### src/rtl/alu_op_sequencer.sv
// Initiator side of an 8-bit ALU operand/result interface: accepts commands,
// holds operands for a fixed ALU latency, captures the result and returns it.
module alu_op_sequencer #(
  parameter int unsigned ALU_LATENCY = 1
) (
  input  logic        CLK,
  input  logic        RESET,
  input  logic        CMD_VALID,
  output logic        CMD_READY,
  input  logic [7:0]  CMD_A,
  input  logic [7:0]  CMD_B,
  input  logic [7:0]  CMD_OPCODE,
  input  logic        CMD_CHAIN,
  output logic [7:0]  OP_A,
  output logic [7:0]  OP_B,
  output logic [7:0]  OPCODE,
  input  logic [7:0]  ALU_OUT,
  input  logic        CARRY,
  output logic        RSP_VALID,
  input  logic        RSP_READY,
  output logic [7:0]  RSP_DATA,
  output logic        RSP_CARRY,
  output logic        BUSY,
  output logic [15:0] OP_COUNT
);

  typedef enum logic [1:0] {
    IDLE,
    WAIT,
    HOLD
  } state_t;

  localparam logic [3:0] LAT = 4'(ALU_LATENCY);

  state_t      state;
  state_t      next_state;
  logic [3:0]  cnt;
  logic [7:0]  op_a;
  logic [7:0]  op_b;
  logic [7:0]  opcode;
  logic [7:0]  acc;
  logic [7:0]  rsp_data;
  logic        rsp_carry;
  logic        rsp_valid;
  logic        busy;
  logic [15:0] op_count;
  logic        accept;
  logic        capture;
  logic        rsp_done;

  always_comb begin
    next_state = state;
    accept     = 1'b0;
    capture    = 1'b0;
    rsp_done   = 1'b0;
    case (state)
      IDLE: begin
        if (CMD_VALID) begin
          accept     = 1'b1;
          next_state = WAIT;
        end
      end
      WAIT: begin
        if (cnt == 4'd0) begin
          capture    = 1'b1;
          next_state = HOLD;
        end
      end
      HOLD: begin
        if (RSP_READY) begin
          rsp_done   = 1'b1;
          next_state = IDLE;
        end
      end
      default: next_state = IDLE;
    endcase
  end

  // Operand lines are only ever rewritten on acceptance, so the ALU sees
  // stable inputs for the whole operation and between operations.
  always_ff @(posedge CLK) begin
    if (RESET) begin
      state     <= IDLE;
      busy      <= 1'b0;
      cnt       <= 4'd0;
      op_a      <= 8'h00;
      op_b      <= 8'h00;
      opcode    <= 8'h00;
      acc       <= 8'h00;
      rsp_data  <= 8'h00;
      rsp_carry <= 1'b0;
      rsp_valid <= 1'b0;
      op_count  <= 16'h0000;
    end else begin
      state <= next_state;
      busy  <= (next_state != IDLE);
      if (accept) begin
        op_a   <= CMD_CHAIN ? acc : CMD_A;
        op_b   <= CMD_B;
        opcode <= CMD_OPCODE;
        cnt    <= LAT;
      end else if (state == WAIT && !capture) begin
        cnt <= cnt - 4'd1;
      end
      if (capture) begin
        rsp_data  <= ALU_OUT;
        rsp_carry <= CARRY;
        acc       <= ALU_OUT;
        rsp_valid <= 1'b1;
      end
      if (rsp_done) begin
        rsp_valid <= 1'b0;
        op_count  <= op_count + 16'd1;
      end
    end
  end

  assign CMD_READY = (state == IDLE);
  assign BUSY      = busy;
  assign OP_A      = op_a;
  assign OP_B      = op_b;
  assign OPCODE    = opcode;
  assign RSP_VALID = rsp_valid;
  assign RSP_DATA  = rsp_data;
  assign RSP_CARRY = rsp_carry;
  assign OP_COUNT  = op_count;

endmodule

### config.mk
export PLATFORM = sky130hd
export DESIGN_NAME = alu_op_sequencer
export DESIGN_NICKNAME = d
export VERILOG_FILES = /design/src/rtl/alu_op_sequencer.sv
export SDC_FILE = /design/constraint.sdc
export NUM_CORES = 1
export LEC_CHECK = 0
export ABC_AREA = 1
export BUFFER_PORTS_ARGS = -buffer_cell sky130_fd_sc_hd__buf_2
export CAP_MARGIN = 10
export CORE_UTILIZATION = 48
export DETAILED_ROUTE_END_ITERATION = 10
export GPL_ROUTABILITY_DRIVEN = 0
export MAX_ROUTING_LAYER = met4
export PLACE_DENSITY_LB_ADDON = 0.12
export SETUP_SLACK_MARGIN = 0.4
export SYNTH_ARGS = -nofsm -noshare
export SYNTH_HDL_FRONTEND = slang
export SYNTH_SLANG_ARGS = --single-unit
### constraint.sdc
create_clock -name CLK -period 1.64 [get_ports CLK]
set_input_delay 0.082 -clock CLK [delete_from_list [all_inputs] [get_ports CLK]]
set_output_delay 0.082 -clock CLK [all_outputs]
set_load 0.02 [all_outputs]
==> results.py <==
metrics = {
    "synth": {
        "synth.area.top_cells": "dfxtp_1 (49%), nor2_1 (15%), o21ai_0 (8.7%)",
        "dominantRegCellSynth": "dfxtp_1",
        "synth_top_area_share_pct": 49.35,
        "synth_edf_count": 0,
        "synth_nets": 366,
        "yosysWarnings": 0,
        "synthTopCellsByCount": "nor2_1 (92), dfxtp_1 (57), o21ai_0 (40)",
        "synth_top_cell_by_area": "dfxtp_1",
        "yosysMostFrequentCell": "nor2_1",
        "synthArstFlopShare_pct": 0,
        "synth.distinct_cells": 22,
        "synthCells": 326,
        "synth.avg_cell_area_um2": 7.093,
        "ys_seq_elements": 57,
        "yosysSeqAreaShare_pct": 49.35,
        "syn_area_um2": 2312,
    },
    "critical_path": {
        "cp-end-kind": "register",
        "crit_path_start": "cnt[1]$_SDFFE_PP0P_",
        "critPathArrivalTime_ns": 1.56,
        "cp_slowest_cell": "dfxtp_2",
        "cpPeakStageDelay_ns": 0.32,
        "worstSetupPathType": "reg -> reg",
        "worst-path-buf-inv": 2,
        "r2r_start": "cnt[1]$_SDFFE_PP0P_",
        "r2r-end": "BUSY$_SDFF_PP0_",
        "cp-endpoint": "BUSY$_SDFF_PP0_",
        "crit_path_max_fanout": 5,
        "reg2reg_slack_ns": 0.33,
        "rr_worst_depth": 7,
        "cp.required_ns": 1.90,
        "path_depth": 7,
        "cp_cell_sequence": "inv_2, ha_4, nand3_4, nor2_4, buf_4, a31oi_2, a21oi_1",
        "crit_path_start_kind": "register",
        "cp_top_family": "simple AND/OR/NAND/NOR gates",
    },
    "global_route": {
        "overflow": 0,
        "grt_max_degree": 25,
        "antenna_found_initial": 0,
        "track_usage_pct": 24.68,
        "grt_pass1_wl_um": 9473,
        "grt_pass1_vias": 2213,
    },
    "cells_and_area": {
        "nets": 477,
        "fin_area_um2": 3400,
        "diodes": 0,
        "drive_gt1_share_pct": 38.01,
        "utilization_pct": 75.47,
        "stdcell_count": 494,
        "synthToLayoutAreaGrowth_pct": 47.02,
    },
    "drt": {
        "drt_wl_total_um": 6349,
        "drc": 5,
        "wl_per_cell_um": 12.85,
        "viasPerCell": 5.012,
        "antenna_left": 0,
        "dr.pass1.iters": 8,
        "vias": 2476,
        "drtIter0Drc": 123,
    },
    "floorplan": {
        "fp-row-count": 24,
        "die_h_um": 71.41,
        "start_util_pct": 51.33,
        "die_x_um": 71.41,
        "ios": 90,
        "die_area_um2": 5099,
        "core_region_area_um2": 4504,
    },
    "sta": {
        "maxSlewViolCount": 0,
        "final-setup-viol-count": 0,
        "clock.fmax_ghz": 0.7660,
        "finalSetupTns_ns": 0,
        "rsz0062_at_grt": "yes",
        "skew_ns": 0.007258,
        "layout_min_cycle_time_ns": 1.305,
        "post-route-period-util_pct": 79.60,
        "max_slew.worst_pin.slew_ns": 0.4198,
        "fin_hold_ws_ns": -0.008092,
        "hold_viol_final": 3,
        "maxSlewHeadroom_pct": 71.84,
    },
    "run_status": {
        "status": "complete, but fails checks",
        "violations": "design-rule violations, negative hold slack",
    },
    "power_and_ir_drop": {
        "power.density_nw_per_um2": 1038,
        "ir_drop_uv": 752.7,
        "leakagePower_uw": 0.001674,
    },
    "placement": {
        "place_hpwl_um": 3923,
        "place_area_um2": 2835,
        "dp_cells": 460,
        "port_buffers": 89,
    },
    "clock_tree": {
        "clock_latency_ns": 0.33,
        "cts_tree": "built",
        "clockBufferDepth": 2,
        "cts_max_level": 3,
        "clkTransAtPathRegs_ns": 0.06,
        "root_buffer": "clkbuf_8",
        "cts_made_buffers": 9,
        "clock-sinks": 57,
    },
    "min_path": {
        "min_path_type": "in -> reg",
    },
    "flow_run": {
        "cap_violations": 0,
    },
}
power by group:
group          switching [µW]  internal (µW)  leakage [µW]
logic                     395            249       0.00110
registers                57.1           1480      0.000472
clock network             520            825      0.000107
total                     973           2560       0.00167
sequential cells by signal (all words and copies together), names as in the netlist:
signal,flops
OP_A,8
BUSY,1
cnt,4
state,2
OP_COUNT,16
OP_B,8
OPCODE,8
RSP_VALID,1
RSP_DATA,8
RSP_CARRY,1
final cells by class:
| cell class | count | area, µm² |
|---|---|---|
| sequential | 57 | 1160 |
| multi-input combinational | 218 | 1147 |
| fill | 353 | 1105 |
| timing repair buffer | 111 | 654.4 |
| clock buffer | 14 | 172.7 |
| inverter | 39 | 158.9 |
| tap | 52 | 65.06 |
| clock inverter | 2 | 35.03 |
| timing repair inverter | 1 | 6.256 |
what timing repair did:
item | in CTS | in global routing
pin swaps | 5 | 12
endpoints found under the hold margin | 8 | 0
hold buffers | 8 | 0
setup buffers | 4 | 5
setup endpoints to repair | 28 | 41
gates cloned | 0 | 1
resized for setup | 24 | 46
layer usage:
metal  vias up  share of wire (%)  routed length [µm]  track usage (%)
met5         -                  0                   0                -
met1      1115                 44                2798            29.78
met3        18                5.6                 353            4.782
met4         0                2.4                 153            12.67
li1       1260                  -                   -                -
met2        83                 48                3044            39.37
per-stage QoR:
stage	setup WS, ns	power [µW]
global route	0.2572	3684
CTS	0.3855	3489
floorplan	0.3896	1900
finish	0.3346	3530
detailed placement	0.1040	2101
global placement	0.2006	2089
cell families after synthesis:
group / synth area share (%)
simple gates: 25.16
compound gates: 14.99
flops: 49.35
buf+inv: 8.658
xor+xnor: 0.7577
fa+ha+maj: 1.082
worst min-delay path by stage:
stage                   from                       end  slack, ns  cells past startpoint
2_1_floorplan          CARRY    RSP_CARRY$_SDFFE_PP0P_       0.22                      2
3_3_place_gp      ALU_OUT[1]  RSP_DATA[1]$_SDFFE_PP0P_       0.31                      3
3_5_place_dp      ALU_OUT[0]  RSP_DATA[0]$_SDFFE_PP0P_       0.31                      3
4_1_cts           ALU_OUT[4]  RSP_DATA[4]$_SDFFE_PP0P_      0.002                      3
5_1_grt           ALU_OUT[4]  RSP_DATA[4]$_SDFFE_PP0P_       0.03                      3
6_report       CMD_OPCODE[3]    OPCODE[3]$_SDFFE_PP0P_     -0.008                      3
worst reg2reg max path: stages, from the launching register on:
cell	delay, ns
dfxtp_2	0.32
inv_2	0.07
ha_4	0.16
nand3_4	0.10
nor2_4	0.23
buf_4	0.16
a31oi_2	0.04
a21oi_1	0.15
layout by cell type, fill, tap and decap left out:
| master | count |
|---|---|
| a31oi_2 | 1 |
| dfxtp_1 | 48 |
| clkbuf_8 | 12 |
| buf_6 | 3 |
| nand2_1 | 27 |
| nand3_1 | 6 |
| buf_4 | 10 |
| o21ai_2 | 1 |
| inv_6 | 1 |
| clkinv_1 | 1 |
| nor2_2 | 8 |
| clkinv_4 | 1 |
| nand2_2 | 6 |
| xor2_1 | 2 |
| o21ai_0 | 29 |
| clkinv_2 | 1 |
| inv_2 | 5 |
| nor2_4 | 6 |
| dfxtp_4 | 3 |
| nor3_2 | 2 |
| o21bai_1 | 1 |
| a21oi_1 | 25 |
| buf_12 | 1 |
| o21ai_1 | 10 |
| buf_2 | 89 |
| a211oi_2 | 1 |
| inv_1 | 30 |
| nor3_4 | 1 |
| bufinv_16 | 1 |
| dlygate4sd3_1 | 8 |
| nand3_2 | 3 |
| ha_4 | 2 |
| nor3_1 | 3 |
| dfxtp_2 | 6 |
| clkbuf_1 | 2 |
| nand4_1 | 3 |
| nand3_4 | 2 |
| inv_4 | 2 |
| nor2_1 | 79 |
Power figures use the tool's default switching activity.
